File: config.mk
export PLATFORM = sky130hd
export DESIGN_NAME = dm_store_rmw_flat
export DESIGN_NICKNAME = d
export VERILOG_FILES = /design/src/rtl/dm_store_rmw_pkg.sv /design/src/rtl/dm_store_rmw_if.sv /design/src/rtl/dm_store_rmw_store_merge.sv /design/src/rtl/dm_store_rmw.sv /design/src/flat_wrapper.sv
export SDC_FILE = /design/constraint.sdc
export NUM_CORES = 1
export LEC_CHECK = 0
export ABC_CLOCK_PERIOD_IN_PS = 6550
export CAP_MARGIN = 20
export CELL_PAD_IN_SITES_DETAIL_PLACEMENT = 1
export CELL_PAD_IN_SITES_GLOBAL_PLACEMENT = 1
export CORE_MARGIN = 2
export CORE_UTILIZATION = 34
export CTS_BUF_LIST = sky130_fd_sc_hd__clkbuf_2 sky130_fd_sc_hd__clkbuf_4 sky130_fd_sc_hd__clkbuf_8
export DETAILED_ROUTE_END_ITERATION = 7
export PLACE_DENSITY = 0.89
export SETUP_SLACK_MARGIN = 0.4
export SYNTH_ARGS = -nofsm -noshare
export SYNTH_HDL_FRONTEND = slang
export SYNTH_SLANG_ARGS = --single-unit
File: constraint.sdc
create_clock -name clk -period 6.55 [get_ports clk]
set_input_delay 1.31 -clock clk [delete_from_list [all_inputs] [get_ports clk]]
set_output_delay 1.31 -clock clk [all_outputs]
set_load 0.1 [all_outputs]
File: src/rtl/dm_store_rmw_pkg.sv
// rtl/dm_store_rmw_pkg.sv - opcodes, FSM encoding and lane masks for the store RMW block
package dm_pkg;

    localparam logic [5:0] OP_SB = 6'b101000;
    localparam logic [5:0] OP_SH = 6'b101001;
    localparam logic [5:0] OP_SW = 6'b101011;

    typedef enum logic [1:0] {
        IDLE = 2'd0,
        WAIT = 2'd1,
        WR   = 2'd2
    } dm_state_t;

    localparam logic [3:0] BE_NONE = 4'b0000;
    localparam logic [3:0] BE_B0   = 4'b0001;
    localparam logic [3:0] BE_B1   = 4'b0010;
    localparam logic [3:0] BE_B2   = 4'b0100;
    localparam logic [3:0] BE_B3   = 4'b1000;
    localparam logic [3:0] BE_LO   = 4'b0011;
    localparam logic [3:0] BE_HI   = 4'b1100;
    localparam logic [3:0] BE_ALL  = 4'b1111;

    // sh needs halfword alignment, sw needs word alignment; sb is always legal
    function automatic logic is_misaligned(input logic [5:0] op, input logic [1:0] off);
        return ((op == OP_SH) && off[0]) || ((op == OP_SW) && (off != 2'b00));
    endfunction

endpackage

File: src/rtl/dm_store_rmw_if.sv
// rtl/dm_store_rmw_if.sv - word-wide data memory port between the store unit and the memory
interface dm_store_rmw_if #(
    parameter int ADDR_W = 10
);
    logic              mem_re;
    logic              mem_we;
    logic [ADDR_W-1:0] mem_addr;
    logic [31:0]       mem_wdata;
    logic [3:0]        mem_be;
    logic [31:0]       mem_rdata;

    modport master (
        output mem_re, mem_we, mem_addr, mem_wdata, mem_be,
        input  mem_rdata
    );

    modport slave (
        input  mem_re, mem_we, mem_addr, mem_wdata, mem_be,
        output mem_rdata
    );
endinterface

File: src/rtl/dm_store_rmw_store_merge.sv
// rtl/dm_store_rmw_store_merge.sv - insert store data into a word and derive its byte-lane mask
module store_merge
    import dm_pkg::*;
(
    input  logic [31:0] old_word,
    input  logic [31:0] data,
    input  logic [1:0]  offset,
    input  logic [5:0]  op,
    output logic [31:0] merged_word,
    output logic [3:0]  be
);

    // Overlay the stored byte/halfword onto old_word; untouched lanes pass through
    always_comb begin
        merged_word = old_word;
        be          = BE_NONE;
        case (op)
            OP_SB: begin
                case (offset)
                    2'd0: begin merged_word[7:0]   = data[7:0]; be = BE_B0; end
                    2'd1: begin merged_word[15:8]  = data[7:0]; be = BE_B1; end
                    2'd2: begin merged_word[23:16] = data[7:0]; be = BE_B2; end
                    default: begin merged_word[31:24] = data[7:0]; be = BE_B3; end
                endcase
            end
            OP_SH: begin
                if (offset[1]) begin
                    merged_word[31:16] = data[15:0];
                    be                 = BE_HI;
                end else begin
                    merged_word[15:0]  = data[15:0];
                    be                 = BE_LO;
                end
            end
            OP_SW: begin
                merged_word = data;
                be          = BE_ALL;
            end
            default: begin
                merged_word = old_word;
                be          = BE_NONE;
            end
        endcase
    end

endmodule

File: src/rtl/dm_store_rmw.sv
// rtl/dm_store_rmw.sv - MEM-stage store unit; sb/sh via read-modify-write, or byte lanes when DM_BYTE_LANE_EN is defined
module dm_store_rmw
    import dm_pkg::*;
#(
    parameter int ADDR_W = 10
) (
    input  logic          clk,
    input  logic          reset,
    input  logic [31:0]   IR_M,
    input  logic [31:0]   ADDR,
    input  logic [31:0]   WD,
    input  logic          req_valid,
    output logic          stall,
    output logic          ades,
    dm_store_rmw_if.master mem
);

    dm_state_t         state_q, state_d;
    logic [ADDR_W-1:0] lat_addr;
    logic [1:0]        lat_off;
    logic [5:0]        lat_op;
    logic [31:0]       lat_wd;
    logic [31:0]       wbuf;

    logic [5:0]        op;
    logic [1:0]        off;
    logic [ADDR_W-1:0] word_addr;
    logic              is_partial;
    logic              start_rmw;

    logic [31:0]       merge_old;
    logic [31:0]       merge_data;
    logic [1:0]        merge_off;
    logic [5:0]        merge_op;
    logic [31:0]       merged;
    logic [3:0]        merge_be;
    logic [3:0]        lane_be;

    logic              re_d, we_d, stall_d, ades_d;
    logic [ADDR_W-1:0] addr_d;
    logic [31:0]       wdata_d;

    assign op         = IR_M[31:26];
    assign off        = ADDR[1:0];
    assign word_addr  = ADDR[ADDR_W+1:2];
    assign is_partial = (op == OP_SB) || (op == OP_SH);

`ifdef DM_BYTE_LANE_EN
    // Lane-capable memory: replicate the store data across lanes and let mem_be select
    assign merge_old  = (op == OP_SB) ? {4{WD[7:0]}} : {2{WD[15:0]}};
    assign merge_data = WD;
    assign merge_off  = off;
    assign merge_op   = op;
    assign lane_be    = merge_be;
`else
    // RMW: merge the latched store into the word just read back
    assign merge_old  = mem.mem_rdata;
    assign merge_data = lat_wd;
    assign merge_off  = lat_off;
    assign merge_op   = lat_op;
    assign lane_be    = BE_ALL;
`endif

    store_merge u_merge (
        .old_word    (merge_old),
        .data        (merge_data),
        .offset      (merge_off),
        .op          (merge_op),
        .merged_word (merged),
        .be          (merge_be)
    );

    // State register, request latches and the merged write buffer
    always_ff @(posedge clk) begin
        if (reset) begin
            state_q  <= IDLE;
            lat_addr <= '0;
            lat_off  <= '0;
            lat_op   <= '0;
            lat_wd   <= '0;
            wbuf     <= '0;
        end else begin
            state_q <= state_d;
            if (start_rmw) begin
                lat_addr <= word_addr;
                lat_off  <= off;
                lat_op   <= op;
                lat_wd   <= WD;
            end
            if (state_q == WAIT) begin
                wbuf <= merged;
            end
        end
    end

    // Next state and memory strobes; reset squashes every strobe so an aborted RMW never writes
    always_comb begin
        state_d   = state_q;
        re_d      = 1'b0;
        we_d      = 1'b0;
        stall_d   = 1'b0;
        ades_d    = 1'b0;
        addr_d    = word_addr;
        wdata_d   = '0;
        start_rmw = 1'b0;
        case (state_q)
            IDLE: begin
                if (req_valid) begin
                    if (is_misaligned(op, off)) begin
                        ades_d = 1'b1;
                    end else if (op == OP_SW) begin
                        we_d    = 1'b1;
                        wdata_d = WD;
                    end else if (is_partial) begin
`ifdef DM_BYTE_LANE_EN
                        we_d    = 1'b1;
                        wdata_d = merged;
`else
                        re_d      = 1'b1;
                        stall_d   = 1'b1;
                        start_rmw = 1'b1;
                        state_d   = WAIT;
`endif
                    end
                end
            end
            WAIT: begin
                addr_d  = lat_addr;
                stall_d = 1'b1;
                state_d = WR;
            end
            WR: begin
                addr_d  = lat_addr;
                we_d    = 1'b1;
                wdata_d = wbuf;
                state_d = IDLE;
            end
            default: state_d = IDLE;
        endcase
        if (reset) begin
            re_d      = 1'b0;
            we_d      = 1'b0;
            stall_d   = 1'b0;
            ades_d    = 1'b0;
            start_rmw = 1'b0;
            state_d   = IDLE;
        end
    end

    assign stall         = stall_d;
    assign ades          = ades_d;
    assign mem.mem_re    = re_d;
    assign mem.mem_we    = we_d;
    assign mem.mem_addr  = addr_d;
    assign mem.mem_wdata = wdata_d;
    assign mem.mem_be    = we_d ? lane_be : BE_NONE;

endmodule

File: src/flat_wrapper.sv
// flat-port wrapper written by rule: the top's interface ports become plain ports
module dm_store_rmw_flat import dm_pkg::*;
#(
    parameter int ADDR_W = 10
)
  (clk, reset, IR_M, ADDR, WD, req_valid, stall, ades, mem_mem_re, mem_mem_we, mem_mem_addr, mem_mem_wdata, mem_mem_be, mem_mem_rdata);
  dm_store_rmw_if #(.ADDR_W(ADDR_W)) mem_i ();
  input  logic clk;
  input  logic reset;
  input  logic [31:0] IR_M;
  input  logic [31:0] ADDR;
  input  logic [31:0] WD;
  input  logic req_valid;
  output logic stall;
  output logic ades;
  output wire logic [$bits(mem_i.mem_re)-1:0] mem_mem_re;
  output wire logic [$bits(mem_i.mem_we)-1:0] mem_mem_we;
  output wire logic [$bits(mem_i.mem_addr)-1:0] mem_mem_addr;
  output wire logic [$bits(mem_i.mem_wdata)-1:0] mem_mem_wdata;
  output wire logic [$bits(mem_i.mem_be)-1:0] mem_mem_be;
  input wire logic [$bits(mem_i.mem_rdata)-1:0] mem_mem_rdata;
  assign mem_mem_re = mem_i.mem_re;
  assign mem_mem_we = mem_i.mem_we;
  assign mem_mem_addr = mem_i.mem_addr;
  assign mem_mem_wdata = mem_i.mem_wdata;
  assign mem_mem_be = mem_i.mem_be;
  assign mem_i.mem_rdata = mem_mem_rdata;
  dm_store_rmw #(.ADDR_W(ADDR_W)) u_core (.clk(clk), .reset(reset), .IR_M(IR_M), .ADDR(ADDR), .WD(WD), .req_valid(req_valid), .stall(stall), .ades(ades), .mem(mem_i));
endmodule
# Word-level counts from Yosys, hierarchy flattened
# Index checks and enable logic that the tools add are counted.
# Widths: inputs -> output; s select.
classes:
  add_sub_neg: 0
  n_mul: 0
  n_div: 0
  n_lt_le_gt_ge: 0
  eq_ne: 14
  shifts: 0
  mux: 35
  bitwise_logic: 0
  reduce_logical: 10
ops:
  columns: ["op", "count"]
  rows:
  - ["$mux 32", 3]
  - ["$pmux 32 s3", 1]
  - ["$pmux 32 s2", 1]
  - ["$eq 6x6->1 const B", 6]
  - ["$mux 16", 2]
  - ["$mux 8", 4]
  - ["$mux 1", 15]
  - ["$mux 10", 1]
  - ["$mux 2", 4]
  - ["$ne 2x2->1 const B", 3]
  - ["$eq 2x1->1 const B", 2]
  - ["$eq 2x2->1 const B", 2]
  - ["$logic_not 2->1", 2]
  - ["$mux 4", 1]
  - ["$pmux 1 s2", 2]
  - ["$pmux 2 s2", 1]
  - ["$reduce_and 4->1", 1]
  - ["$reduce_or 3->1", 1]
  - ["$logic_and 1x1->1", 2]
  - ["$logic_or 1x1->1", 2]
  - ["$ne 2x1->1 const B", 1]
  - ["$reduce_bool 2->1", 1]
  - ["$reduce_or 2->1", 1]
word_totals:
  ff_bits: 84
  latchBits: 0
  mem_bits_rw: 0
  romBits: 0
  out_inout_bits: 50
  elab_cells: 65
  memories: 0

# Longest topological paths before layout
logic_depth:
  word_depth: 8
  depth_mapped: 8

# Hierarchy
# Synthesis repeated with hierarchy kept, for this count alone.
unflattened:
  cells_unflattened: 585
  area_unflattened_um2: 5181.2
modules_own_cells:
  columns: ["mod", "n_inst", "cells_per_inst", "area_per_inst_um2", "seq_area_each_um2"]
  rows:
  - ["dm_store_rmw", 1, 394, 4015.1, 1681.6]
  - ["store_merge", 1, 191, 1166.1, 0.0]

# Least setup slack after synthesis
# Ideal clock, no wire load.
synth_path:
  path_kind: "input to output"
  from: "in IR_M[30]"
  to: "out mem_mem_be[0]"
  t_arrival_ns: 4.264
  required_ns: 5.240
  slack_ns: 0.976
  cell_stages: 7
  n_path_buf: 2
  cell_sequence: "and4bb_2 -> nand4_1 -> nor4b_4 -> buf_2 -> nor2_1 -> nor2_1 -> buf_4"
synth_via:
  elab_chain_cells: 8
  word_cells_on_any_way: 11
  classes_between: "eq/ne: 2; mux: 6; reduce/logical: 3"
synth_rtl:
  columns: ["element", "line", "rtl"]
  rows:
  - ["start, declared", "flat_wrapper.sv:10", "input logic [31:0] IR_M;"]
  - ["$eq 6x6->1, on equally long branches", "dm_store_rmw_pkg.sv:25, dm_store_rmw.sv:111", null]
  - ["$logic_and 1x1->1", "dm_store_rmw_pkg.sv:25", "return ((op == OP_SH) && off[0]) || ((op == OP_SW) && (off != 2'b00));"]
  - ["$logic_or 1x1->1", "dm_store_rmw_pkg.sv:25", null]
  - ["$mux 1 (*)", "dm_store_rmw.sv:109", "if (is_misaligned(op, off)) begin"]
  - ["$mux 1 (*)", "dm_store_rmw.sv:108", "if (req_valid) begin"]
  - ["$pmux 1 s2 (*)", "dm_store_rmw.sv:106", "case (state_q)"]
  - ["$mux 1 (*)", "dm_store_rmw.sv:140", "if (reset) begin"]
  - ["named net mem_mem_we", "flat_wrapper.sv:17", "output wire logic [$bits(mem_i.mem_we)-1:0] mem_mem_we;"]
  - ["$mux 4 (*)", "dm_store_rmw.sv:156", "assign mem.mem_be = we_d ? lane_be : BE_NONE;"]
  - ["end, declared", "flat_wrapper.sv:20", "output wire logic [$bits(mem_i.mem_be)-1:0] mem_mem_be;"]
# Mark *: on every way through the listed nets, which the timed path passes. The rest lies on a longest branch.

# Worst setup path in the final report
layout_path:
  from: "in IR_M[30]"
  to: "out ades"
layout_via:
  elab_chain_cells: 7
  word_cells_on_any_way: 9
  classes_between: "eq/ne: 2; mux: 4; reduce/logical: 3"
layout_rtl:
  columns: ["element", "line", "rtl"]
  rows:
  - ["$eq 6x6->1", "dm_store_rmw_pkg.sv:25", null]
  - ["$logic_and 1x1->1", "dm_store_rmw_pkg.sv:25", null]
  - ["$logic_or 1x1->1 (*)", "dm_store_rmw_pkg.sv:25", null]
  - ["$mux 1 (*)", "dm_store_rmw.sv:109", null]
  - ["$mux 1 (*)", "dm_store_rmw.sv:108", null]
  - ["$mux 1 (*)", "dm_store_rmw.sv:106", null]
  - ["$mux 1 (*)", "dm_store_rmw.sv:140", null]
  - ["end, declared", "flat_wrapper.sv:15", "output logic ades;"]
# Mark *: on every way between the ends. The rest lies on a longest branch, timed or not.

==> results_dict.tcl <==
set metrics [dict create \
    status "finished clean" \
    grt_max_degree 78 \
    synth_top_area_share 0.3658 \
    wire_per_inst_um 19.56 \
    path_class "in2out" \
    synthArstFlopShare 0 \
    leakage_nw 2.167 \
    overflow 0 \
    max_freq_ghz 0.2021 \
    drive_above_1_share 0.1209 \
    setup_viol 0 \
    critPathRequiredTime_ns 5.24 \
    arrival_ns 3.64 \
    cts_sinks 84 \
    hold_path_class "reg2reg" \
    yosysTopAreaCell "dfxtp_1" \
    setup_tns_ns 0 \
    yosys_warnings 0 \
    clk_pin_slew_ns 0.09 \
    yosys-top-cells-count "144 x nand2_1, 84 x dfxtp_1, 72 x a21oi_1, 37 x clkbuf_1, 34 x nor2_1" \
    cts-buffers-inserted 9 \
    cts_tree "yes" \
    grt_pass1_vias 5293 \
    synthMuxAreaShare 0.07104 \
    finish.utilization 0.4623 \
    htree_levels 3 \
    cts-resized-gates 0 \
    path_common_cell "clkdlybuf4s50_1" \
    insertedDiodeCount 0 \
    initial_core_util 0.3471 \
    syn-num-nets 731 \
    antenna_found_initial 0 \
    multiInputGateArea_mm2 0.002671 \
    fillers 1631 \
    slew_headroom 0.3393 \
    cpMaxStageDelayCell "clkdlybuf4s50_1" \
    gp_congestion 0.9212 \
    synth_top_cells_by_area "dfxtp_1 37%, nand2_1 12%, a21oi_1 7.8%" \
    hold_buffers 0 \
    period_minus_slack_ns 4.948 \
    clk_latency_ns 0.36 \
    dieArea_mm2 0.01447 \
    fin_nets 832 \
    crit_chain "clkdlybuf4s50_1 > and4bb_2 > nand4_1 > nor3_1 > clkdlybuf4s50_1" \
    dp_hpwl_mm 12.29 \
    placementRows 42 \
    start_kind "primary input" \
    root_buffer "clkbuf_8" \
    synth_compound_area_frac 0.2621 \
    ys_ff_latch 84 \
    synth_top_family_by_area "compound AO/OA/AOI/OAI gates" \
    power-per-cell-area_mw_per_mm2 173.8 \
    ys_types 47 \
    synth-edff-count 0 \
    clk_path_buf_depth 2 \
    ir_drop_v 0.00008337 \
    fp.dieW_um 120.3 \
    post-route-drc-count 0 \
    post-cts-setup-buffer-count 0 \
    wirelength_mm 17.19 \
    worst_slew_pin_slew_ns 0.9880 \
    hold_viol 0 \
    firstDrtPassIters 5 \
    drtIter0Drc 253 \
    synth.most_common_cell "nand2_1" \
    regArea_mm2 0.001682 \
    skew_ns 0.008687 \
    drv_cap 0 \
    synth_fa_ha_area_frac 0.008165 \
    io_pins 181 \
    netlist_instances 597 \
    min_period_over_period 0.7555 \
    fp.dieH_um 120.3 \
    end_kind "output pin" \
    rsz0062_at_grt "no" \
    synthesis.area_mm2 0.004597 \
    area_growth_pct 33.18 \
    yosysSeqAreaShare 0.3658 \
    synthFlopType "dfxtp_1" \
    vias 4959 \
    grt.total_usage 0.2371 \
    synthSimpleGateAreaFrac 0.2398 \
    grt_pass1_wl_mm 27.50 \
    finalMaxSlewViolations 0 \
    coreArea_mm2 0.01324 \
    synth_area_per_cell_um2 7.700 \
    critPathMaxStageDelay_ns 1.18 \
    numPortBuffers 134 \
    synth_xor_xnor_area_share 0 \
    via_per_inst 5.642 \
    critical_path_peak_fanout 4 \
    ant_nets 0 \
]
-- state kept, by name, indices dropped and copies added, names as in the netlist --
signal	cells
u_core.lat_op	6
u_core.lat_off	2
u_core.lat_wd	32
u_core.wbuf	32
u_core.state_q	2
u_core.lat_addr	10
-- worst max-delay path, delay by kind of cell --
family	cells	cell delay (ns)
AND/OR/NAND/NOR	3	0.75
buffers and inverters	2	1.58
-- layout by cell type, fill, tap and decap left out, types with 3 or more instances in the layout --
cell type / n
nand3_1: 11
nand2_1: 144
a21oi_1: 72
o221ai_1: 5
mux2i_1: 18
nand4_1: 5
mux2_2: 13
buf_4: 47
and3_1: 14
clkbuf_8: 13
a221oi_1: 13
nor3_1: 8
a211oi_1: 11
nand2b_1: 6
nor2_1: 34
o21ai_0: 19
o211ai_1: 10
nor3b_1: 4
ha_1: 3
a22o_1: 32
o22ai_1: 6
dfxtp_1: 84
clkdlybuf4s50_1: 95
inv_1: 3
-- path summary, 6_finish.rpt --
check                    startpoint                end  slack (ns)  cells past startpoint
setup reg to reg  u_core.state_q[1]     u_core.wbuf[2]        3.43                      8
hold reg to reg   u_core.lat_wd[26]  u_core.lat_wd[26]        0.46                      2
setup / recovery           IR_M[30]               ades        1.60                      5
hold / removal    u_core.lat_wd[26]  u_core.lat_wd[26]        0.46                      2
-- cells by family (layout without fill, tap and decap cells) --
group / count (synthesis) / count (layout)
AOI/OAI and AO/OA: 181 / 181
adders and majority gates: 3 / 3
buffers and inverters: 57 / 163
DFF: 84 / 84
muxes: 31 / 31
and+or+nand+nor: 241 / 241
-- routing by layer --
layer,global-route usage,up-vias,wire (um)
met4,0.09157,0,447
met3,0.05991,38,1259
met1,0.2922,2382,7229
met2,0.3977,193,8253
met5,0,-,0
li1,-,2346,-
-- metrics by stage --
stage | area, um2 | power [mW] | hold slack [ns] | setup WS, ns | instances
finish | 6122 | 1.064 | 0.4637 | 1.602 | 879
global route | 6122 | 1.099 | 0.4826 | 1.475 | 879
CTS | 6115 | 1.073 | 0.4633 | 1.578 | 878
detailed placement | 5889 | 0.6619 | 0.4503 | 1.596 | 862
global placement | 5889 | 0.6583 | 0.4399 | 1.635 | 862
floorplan | 4597 | 0.5862 | 0.4254 | 0.9758 | 597
-- final cells by class --
cell class                      instances  area share
Multi-Input combinational cell        456      0.4363
Clock inverter                          2    0.006336
Timing Repair Buffer                  143      0.2138
Clock buffer                           14     0.03045
Sequential cell                        84      0.2747
Tap cell                              176     0.03597
Inverter                                4    0.002452
-- power breakdown --
part / switching [mW] / total [mW] / internal [mW]
Sequential: 0.00353 / 0.517 / 0.514
Clock: 0.188 / 0.412 / 0.224
Combinational: 0.0711 / 0.134 / 0.0629
Total: 0.263 / 1.06 / 0.801
Power figures use the tool's default switching activity.
